`config.mk`:
```
export PLATFORM = sky130hd
export DESIGN_NAME = mem_arbiter
export DESIGN_NICKNAME = d
export VERILOG_FILES = /design/src/rtl/mem_arbiter_pkg.sv /design/src/rtl/mem_arb_pick.sv /design/src/rtl/mem_arbiter.sv
export SDC_FILE = /design/constraint.sdc
export NUM_CORES = 1
export LEC_CHECK = 0
export CORE_MARGIN = 8
export CORE_UTILIZATION = 41
export CTS_CLUSTER_DIAMETER = 100
export CTS_CLUSTER_SIZE = 28
export DETAILED_ROUTE_END_ITERATION = 7
export HOLD_SLACK_MARGIN = 0.12
export PLACE_DENSITY = 0.9
export SLEW_MARGIN = 20
export SYNTH_ARGS = -nofsm -noshare
export SYNTH_HDL_FRONTEND = slang
export SYNTH_HIERARCHICAL = 1
export SYNTH_SLANG_ARGS = --single-unit
export TNS_END_PERCENT = 5
```
`constraint.sdc`:
```
create_clock -name clk -period 3.75 [get_ports clk]
set_clock_uncertainty 0.05 [all_clocks]
set_input_delay 0.375 -clock clk [delete_from_list [all_inputs] [get_ports clk]]
set_output_delay 0.375 -clock clk [all_outputs]
set_load 0.05 [all_outputs]
```
`src/rtl/mem_arbiter_pkg.sv`:
```
// Shared encodings for the memory arbiter: FSM states, client IDs,
// transfer sizes, grant vector bit positions and common constants.
package mem_arbiter_pkg;

    typedef enum logic [1:0] {
        S_IDLE,
        S_BUSY,
        S_DRAIN,
        S_RESP
    } state_t;

    typedef enum logic [1:0] {
        CL_NONE,
        CL_IF,
        CL_LD,
        CL_ST
    } client_t;

    localparam logic [1:0]  SZ_BYTE = 2'd0;
    localparam logic [1:0]  SZ_HALF = 2'd1;
    localparam logic [1:0]  SZ_WORD = 2'd2;

    // Bit positions inside request / mask / grant vectors.
    localparam int          GI_IF   = 0;
    localparam int          GI_LD   = 1;
    localparam int          GI_ST   = 2;

    localparam logic [31:0] ZERO32  = 32'd0;
    localparam logic        TRUE    = 1'b1;
    localparam logic        FALSE   = 1'b0;

endpackage

```
`src/rtl/mem_arb_pick.sv`:
```
// Combinational priority selector: st > ld > if, with masking and an
// aging override that lets an eligible fetch win.
//   i_req  : raw requests {st, ld, if}
//   i_mask : per-client ineligible flags, same bit order
//   i_age  : fetch has been starved long enough to be promoted
//   o_gnt  : one-hot grant (all zero when nothing is eligible)
module mem_arb_pick
    import mem_arbiter_pkg::*;
(
    input  logic [2:0] i_req,
    input  logic [2:0] i_mask,
    input  logic       i_age,
    output logic [2:0] o_gnt
);

    logic [2:0] w_elig;

    assign w_elig = i_req & ~i_mask;

    always_comb begin
        o_gnt = 3'b000;
        if (i_age && w_elig[GI_IF]) begin
            o_gnt[GI_IF] = TRUE;
        end else if (w_elig[GI_ST]) begin
            o_gnt[GI_ST] = TRUE;
        end else if (w_elig[GI_LD]) begin
            o_gnt[GI_LD] = TRUE;
        end else if (w_elig[GI_IF]) begin
            o_gnt[GI_IF] = TRUE;
        end
    end

endmodule

```
`src/rtl/mem_arbiter.sv`:
```
// Schedules fetch / load / store clients onto one memory transaction
// port. Holds the downstream request stable until m_done, returns data
// with a one-cycle done pulse, and drains flushed fetches silently.
// Ports: clk, rst (sync, active-high), flush; if_*, ld_*, st_* client
// side; m_* controller side.
// Build option: define MEM_ARB_AGING_EN to promote a starved fetch
// after STARVE_LIMIT lost arbitrations (otherwise strict priority).
module mem_arbiter
    import mem_arbiter_pkg::*;
#(
    parameter int STARVE_LIMIT = 4,
    parameter int CNT_W        = 3
) (
    input  logic        clk,
    input  logic        rst,
    input  logic        flush,
    input  logic        if_req,
    input  logic [31:0] if_addr,
    output logic        if_done,
    output logic [31:0] if_data,
    input  logic        ld_req,
    input  logic [31:0] ld_addr,
    input  logic [1:0]  ld_size,
    output logic        ld_done,
    output logic [31:0] ld_data,
    input  logic        st_req,
    input  logic [31:0] st_addr,
    input  logic [1:0]  st_size,
    input  logic [31:0] st_data,
    output logic        st_done,
    output logic        m_req,
    output logic        m_we,
    output logic        m_inst,
    output logic [31:0] m_addr,
    output logic [1:0]  m_size,
    output logic [31:0] m_wdata,
    input  logic        m_done,
    input  logic [31:0] m_rdata
);

    state_t      r_state;
    state_t      w_state_nx;
    client_t     r_gnt;
    logic        r_we;
    logic        r_inst;
    logic [31:0] r_addr;
    logic [1:0]  r_size;
    logic [31:0] r_wdata;
    logic [31:0] r_if_data;
    logic [31:0] r_ld_data;
    logic [2:0]  w_req;
    logic [2:0]  w_mask;
    logic [2:0]  w_pick;
    logic        w_age;
    logic        w_flush_if;
    logic        w_grant;

    assign w_req      = {st_req, ld_req, if_req};
    assign w_mask     = {st_done, ld_done, if_done | flush};
    assign w_flush_if = flush && (r_gnt == CL_IF);
    assign w_grant    = (r_state == S_IDLE) && (|w_pick);

    mem_arb_pick u_pick (
        .i_req  (w_req),
        .i_mask (w_mask),
        .i_age  (w_age),
        .o_gnt  (w_pick)
    );

`ifdef MEM_ARB_AGING_EN
    logic [CNT_W-1:0] r_cnt;
    logic             w_if_elig;

    assign w_if_elig = if_req && !flush && !if_done;
    assign w_age     = (r_cnt >= CNT_W'(STARVE_LIMIT));

    always_ff @(posedge clk) begin
        if (rst) begin
            r_cnt <= '0;
        end else if (!if_req) begin
            r_cnt <= '0;
        end else if (w_grant && w_pick[GI_IF]) begin
            r_cnt <= '0;
        end else if (w_grant && w_if_elig && (r_cnt != '1)) begin
            r_cnt <= r_cnt + 1'b1;
        end
    end
`else
    logic [CNT_W-1:0] w_unused_lim;

    assign w_unused_lim = CNT_W'(STARVE_LIMIT);
    assign w_age        = FALSE;
`endif

    always_ff @(posedge clk) begin
        if (rst) begin
            r_state <= S_IDLE;
        end else begin
            r_state <= w_state_nx;
        end
    end

    always_comb begin
        w_state_nx = r_state;
        unique case (r_state)
            S_IDLE: begin
                if (|w_pick) w_state_nx = S_BUSY;
            end
            S_BUSY: begin
                // Flush coinciding with completion skips DRAIN entirely.
                if (m_done) begin
                    w_state_nx = w_flush_if ? S_IDLE : S_RESP;
                end else if (w_flush_if) begin
                    w_state_nx = S_DRAIN;
                end
            end
            S_DRAIN: begin
                if (m_done) w_state_nx = S_IDLE;
            end
            S_RESP: begin
                w_state_nx = S_IDLE;
            end
            default: begin
                w_state_nx = S_IDLE;
            end
        endcase
    end

    assign if_done = (r_state == S_RESP) && (r_gnt == CL_IF) && !flush;
    assign ld_done = (r_state == S_RESP) && (r_gnt == CL_LD);
    assign st_done = (r_state == S_RESP) && (r_gnt == CL_ST);

    always_ff @(posedge clk) begin
        if (rst) begin
            r_gnt     <= CL_NONE;
            r_we      <= FALSE;
            r_inst    <= FALSE;
            r_addr    <= ZERO32;
            r_size    <= SZ_BYTE;
            r_wdata   <= ZERO32;
            r_if_data <= ZERO32;
            r_ld_data <= ZERO32;
        end else begin
            if (w_grant) begin
                unique case (1'b1)
                    w_pick[GI_ST]: begin
                        r_gnt   <= CL_ST;
                        r_we    <= TRUE;
                        r_inst  <= FALSE;
                        r_addr  <= st_addr;
                        r_size  <= st_size;
                        r_wdata <= st_data;
                    end
                    w_pick[GI_LD]: begin
                        r_gnt   <= CL_LD;
                        r_we    <= FALSE;
                        r_inst  <= FALSE;
                        r_addr  <= ld_addr;
                        r_size  <= ld_size;
                        r_wdata <= ZERO32;
                    end
                    default: begin
                        r_gnt   <= CL_IF;
                        r_we    <= FALSE;
                        r_inst  <= TRUE;
                        r_addr  <= if_addr;
                        r_size  <= SZ_WORD;
                        r_wdata <= ZERO32;
                    end
                endcase
            end else if (r_state != S_IDLE && w_state_nx == S_IDLE) begin
                r_gnt <= CL_NONE;
            end
            if (r_state == S_BUSY && m_done) begin
                if (r_gnt == CL_IF && !flush) r_if_data <= m_rdata;
                if (r_gnt == CL_LD) r_ld_data <= m_rdata;
            end
        end
    end

    assign m_req   = (r_state == S_BUSY) || (r_state == S_DRAIN);
    assign m_we    = r_we;
    assign m_inst  = r_inst;
    assign m_addr  = r_addr;
    assign m_size  = r_size;
    assign m_wdata = r_wdata;
    assign if_data = r_if_data;
    assign ld_data = r_ld_data;

endmodule
```
==> reports/qor.csv, run 1 <==
stage,metric,value,unit
run_status,status,"complete, no violations",
die,fp.dieH,133,um
setup_path,crit_type,register to register,
synth,yosysTopAreaCellShare,48.3,%
synth,yosys-top-cells-count,"nand2_1 (198), dfxtp_1 (136), a21oi_1 (101)",
timing,relSlewSlack,55.0,%
pwr,power_frac_seq,35.7,%
die,io_pins,307,
placed_design,dpl.hpwl,15500,um
synth,syn_area,0.00563,mm^2
placed_design,io_buffers,306,
pwr,p_total,4.58,mW
cells_and_area,drive_above_1_share,7.93,%
timing,tns,0,ps
synth,seq_area_frac_synth,48.3,%
clock_network,cts_root_buffer,clkbuf_16,
pwr,power_density,490,mW/mm^2
setup_path,cp-end-kind,register,
pwr,switching_share,33.4,%
die,die-area,0.0177,mm^2
cells_and_area,areaGrowthSynthToFinish,65.8,%
setup_path,path_max_fanout,39,
synth,synth-seq-cells,136,
global_route,antenna_found_initial,1,
synth,yosysMostFrequentCell,nand2_1,
global_route,overflow,0,
worst_hold_path,min_path_type,register to register,
drt,wire_per_inst,18.1,um
die,core_area,0.0137,mm^2
timing,rsz0062_at_grt,false,
timing,hold_violations,0,
timing,fmax,0.374,GHz
synth,synth.avg_cell_area,8.32,um^2
pwr,pwr-share-comb,28.5,%
pwr,power.leakage,3.31,nW
die,die_x,133,um
cells_and_area,final_util,68.3,%
pwr,ir_drop,0.375,mV
drt,drt_pre_antenna_iters,5,
timing,min_period_over_period,71.3,%
clock_network,clock-sinks,136,
clock_network,postCtsHoldBufs,0,
global_route,grt_pass1_wl,31700,um
drt,vias_per_cell,5.18,
setup_path,worstPathArrival,2940,ps
clock_network,numCtsBuffers,17,
synth,ys_warn_count,6,
clock_network,cts_max_path_buffers,2,
timing,setup_violations,0,
cells_and_area,final_nets,1134,
synth,synth_area_leaders,"dfxtp_1 (48%), nand2_1 (13%), a21oi_1 (9.0%), a311oi_2 (5.3%), a22oi_1 (4.3%)",
global_route,grt_usage,22.5,%
timing,maxSlewViolCount,0,
pwr,p_int,3.05,mW
clock_network,htreeDepth,4,
synth,synth_edf_count,0,
global_route,grt_pass1_vias,5996,
global_route,grt_max_degree,54,
timing,min_period,2670,ps
setup_path,cp-start-kind,register,
synth,ys_types,37,
die,start_util,41.2,%
clock_network,tritoncts,built,
drt,drt_wl_total,20800,um
drt,ant_nets,0,
die,rows,43,
run,cap_violations,0,
synth,synthCells,677,
clock_network,post_cts_resized,0,
pwr,switchingPower,1.53,mW
drt,via_count,5969,
drt,drtIter0Drc,396,
synth,synthArstFlopShare,0,%
pwr,pwr-share-clk,35.8,%
setup_path,crit_required,4010,ps
synth,synth_ff_type,dfxtp_1,
timing,worst_pin_slew,671,ps
clock_network,clock_latency,410,ps
drt,drc,0,
synth,yosys.area.top_type,dfxtp_1,
clock_network,clk_pin_slew,60,ps
clock_network,postCtsSetupRepairBufs,0,
placed_design,place_congestion,0.873,
==> logic make-up after synthesis <==
group                      after synthesis  synth area share (%)
and+or+nand+nor                        293                  22.0
DFF                                    136                  48.3
AOI/OAI and AO/OA                      178                  22.6
other                                    1                0.0666
adders and majority gates                5                  1.11
buffers and inverters                   64                  5.87
==> power groups by stage <==
stage               sequential, mW  clock (mW)  combinational (mW)
floorplan                     2.02           0               0.438
global placement              1.66           0                1.29
detailed placement            1.66           0                1.30
CTS                           1.63        1.67                1.31
global route                  1.65        1.73                1.38
finish                        1.63        1.64                1.30
==> metal layers <==
layer  track usage (%)  wire length (um)  vias to the layer above
li1                  -                 -                     2898
met1              24.2              7770                     2774
met2              38.5             10400                      266
met3              9.75              2090                       31
met4              8.55               530                        0
met5                 0                 0                        -
==> cell type report <==
| class | instances | area [um^2] |
|---|---|---|
| timing repair buffer | 320 | 3170 |
| inverter | 5 | 18.8 |
| multi-input combinational | 478 | 2620 |
| antenna | 1 | 2.50 |
| clock buffer | 19 | 433 |
| clock inverter | 13 | 148 |
| tap | 180 | 225 |
| fill | 1094 | 4330 |
| sequential | 136 | 2720 |
==> stage by stage <==
| step | area, um^2 | hold slack, ps | worst slack (ps) | instances |
|---|---|---|---|---|
| after floorplan | 5640 | 461 | 978 | 678 |
| after global placement | 8750 | 386 | 1180 | 1119 |
| after detailed placement | 8750 | 395 | 1070 | 1119 |
| after CTS | 9330 | 393 | 1080 | 1151 |
| after global routing | 9340 | 413 | 881 | 1152 |
| final | 9340 | 399 | 1080 | 1152 |
==> placed cells by master, fill, tap and decap left out, types with 5 or more instances in the layout <==
cell,count
a21oi_1,101
a22oi_1,32
a311oi_1,13
a311oi_2,20
buf_4,15
clkbuf_16,17
clkdlybuf4s50_1,305
dfxtp_1,136
ha_1,5
inv_1,5
nand2_1,198
nand3_1,33
nor2_1,39
==> critical path, cell delays in order (launching register included) <==
cell,delay (ps)
dfxtp_1,410
ha_1,230
and3_1,190
nand2b_1,210
nor3b_4,230
buf_4,260
nor3_2,90
nor2b_4,130
buf_4,380
nor2_1,120
a311oi_1,280
==> state kept, by name (all words and copies together), names as in the netlist <==
signal   count
m_size       2
ld_data     32
if_data     32
r_gnt        2
r_state      2
m_wdata     32
m_we         1
m_inst       1
m_addr      32
==> worst paths after layout <==
kind,from,to,slack (ps),cells past startpoint
worst min-delay path,m_wdata[5],m_wdata[5],400,2
worst max register to register,r_state[1],m_addr[2],1080,10
worst max-delay path,r_state[1],m_addr[2],1080,10
worst min register to register,m_wdata[5],m_wdata[5],400,2
Note: power is estimated with default switching activity, not from simulation.
==> run 2: changes to the inputs <==
--- a/config.mk
+++ b/config.mk
@@ -6,12 +6,12 @@
 export NUM_CORES = 1
 export LEC_CHECK = 0
 export CORE_MARGIN = 8
-export CORE_UTILIZATION = 41
+export CORE_UTILIZATION = 39
 export CTS_CLUSTER_DIAMETER = 100
 export CTS_CLUSTER_SIZE = 28
 export DETAILED_ROUTE_END_ITERATION = 7
 export HOLD_SLACK_MARGIN = 0.12
-export PLACE_DENSITY = 0.9
+export PLACE_DENSITY = 0.87
 export SLEW_MARGIN = 20
 export SYNTH_ARGS = -nofsm -noshare
 export SYNTH_HDL_FRONTEND = slang
==> constraint.sdc (replaced) <==
create_clock -name clk -period 2.69 [get_ports clk]
set_clock_uncertainty 0.05 [all_clocks]
set_input_delay 0.269 -clock clk [delete_from_list [all_inputs] [get_ports clk]]
set_output_delay 0.269 -clock clk [all_outputs]
set_load 0.05 [all_outputs]
==> reports/qor.csv, run 2 (synthesis gave the netlist of run 1 again) <==
stage,metric,value,unit,change
run_status,status,"complete, no violations",,
timing,rsz0062_at_grt,false,,
clock_network,numCtsBuffers,17,,unchanged
clock_network,clock_latency,410,ps,about the same
placed_design,dpl.hpwl,15000,um,-3.3%
timing,min_period_over_period,91.6,%,+20 points
timing,hold_ws,262,ps,-137 ps
global_route,overflow,0,,unchanged
timing,relSlewSlack,59.8,%,+4.8 points
global_route,grt_util_met1,24.3,%,+0.11 points
cells_and_area,final_util,66.2,%,-2.1 points
die,die_x,136,um,+2.2%
placed_design,place_congestion,0.841,,-3.7%
pwr,ir_drop,0.398,mV,+6.0%
die,fp.dieH,136,um,+2.2%
cells_and_area,areaGrowthSynthToFinish,68.3,%,
timing,min_period,2460,ps,-209 ps
worst_hold_path,min_path_type,input port to register,,
placed_design,io_buffers,306,,unchanged
die,die-area,0.0185,mm^2,+4.5%
global_route,use_met2,35.9,%,-2.6 points
setup_path,worstSetupStartpoint,r_state[1],,
setup_path,worstReg2RegEnd,m_addr[31],,
setup_path,cp-end-kind,register,,
drt,vias_per_cell,5.11,,-1.4%
drt,via_count,5926,,-0.72%
drt,drtIter0Drc,425,,+7.3%
die,core_area,0.0143,mm^2,+4.7%
clock_network,clock-sinks,136,,unchanged
setup_path,crit_type,register to register,,
drt,drt_wl_total,20400,um,-1.8%
cells_and_area,layout_common_cells,"clkdlybuf4s50_1 (305), nand2_1 (198), dfxtp_1 (136)",,
global_route,grt_usage,21.3,%,-1.3 points
global_route,antenna_found_initial,0,,-1
timing,tns,0,ps,unchanged
global_route,grt_pass1_vias,5865,,-2.2%
drt,wire_per_inst,17.6,um,-2.5%
clock_network,cts_root_buffer,clkbuf_16,,
timing,setup_violations,0,,unchanged
clock_network,clk_pin_slew,60,ps,about the same
setup_path,crit_path_end,m_addr[31],,
cells_and_area,final_nets,1139,,+0.44%
clock_network,cts_max_path_buffers,2,,unchanged
global_route,grt_util_met3,7.58,%,-2.2 points
global_route,top_usage_layer,met2,,
global_route,grt_pass1_wl,31000,um,-2.3%
clock_network,htreeDepth,4,,unchanged
timing,hold_violations,0,,unchanged
setup_path,rr_startpoint,r_state[1],,
cells_and_area,drive_above_1_share,8.61,%,+0.68 points
setup_path,worstPathArrival,2730,ps,-210 ps
timing,worst_pin_slew,601,ps,-70.1 ps
clock_network,tritoncts,built,,
pwr,power.leakage,3.37,nW,+1.8%
setup_path,crit_required,2960,ps,-1050 ps
run,cap_violations,0,,unchanged
drt,drt_pre_antenna_iters,5,,unchanged
setup_path,worst-r2r-setup-slack,230,ps,-850 ps
drt,drc,0,,unchanged
timing,fmax,0.406,GHz,+8.5%
die,io_pins,307,,unchanged
setup_path,path_max_fanout,68,,+74%
pwr,p_total,6.58,mW,+44%
cells_and_area,final_common_cell,clkdlybuf4s50_1,,
timing,maxSlewViolCount,0,,unchanged
die,start_util,39.3,%,-1.9 points
setup_path,cp-start-kind,register,,
cells_and_area,n_antenna_cell,0,,-1
die,rows,44,,+2.3%
pwr,power_density,695,mW/mm^2,+42%
drt,ant_nets,0,,unchanged
global_route,grt_max_degree,71,,+31%
setup_path,reg2reg_depth,10,,unchanged
run 2: stage by stage:
stage,std cells,setup WS [ps],cell area [um^2]
3_5_place_dp,1126,207,8830
3_3_place_gp,1126,355,8830
4_1_cts,1158,177,9460
6_report,1160,226,9480
5_1_grt,1160,6.22,9480
2_1_floorplan,678,164,5640
run 2: timing repair:
action	CTS	global route
buffers inserted	0	2
hold buffers	0	0
endpoints found under the setup margin	0	23
endpoints found under the hold margin	0	0
gates resized for setup	0	1
run 2: where the power goes:
part | switching, mW | internal (mW) | total, mW
sequential | 0.0886 | 2.18 | 2.27
combinational | 1.13 | 0.724 | 1.86
clock | 0.908 | 1.55 | 2.46
total | 2.13 | 4.45 | 6.58
run 2: area by class of cell:
| cell class | instances | area, um^2 |
|---|---|---|
| Tap cell | 184 | 230 |
| Inverter | 5 | 18.8 |
| Timing Repair Buffer | 325 | 3260 |
| Multi-Input combinational cell | 478 | 2620 |
| Sequential cell | 136 | 2720 |
| Fill cell | 1180 | 4840 |
| Clock buffer | 17 | 425 |
| Clock inverter | 15 | 201 |
run 2: worst min-delay path by stage:
stage | start | endpoint | slack, ps | depth (start not counted)
floorplan | m_rdata[10] | if_data[10] | 350 | 2
global placement | m_wdata[11] | m_wdata[11] | 390 | 2
detailed placement | m_wdata[31] | m_wdata[31] | 390 | 2
CTS | rst | r_state[0] | 250 | 2
global route | rst | r_state[1] | 270 | 2
finish | rst | r_state[0] | 260 | 2
run 2: per-layer routing:
layer  vias up  routed length (um)
met2       252               10100
met3        24                2020
li1       2906                   -
met5         -                   0
met4         0                 369
met1      2744                7920
run 2: critical path: stages (launching register included):
cell	delay (ps)
dfxtp_1	400
ha_1	210
and3_1	190
nand2b_1	200
a21oi_1	110
nor3b_2	300
nor3_2	100
nor2b_4	140
buf_12	300
nor2_1	100
a311oi_2	260
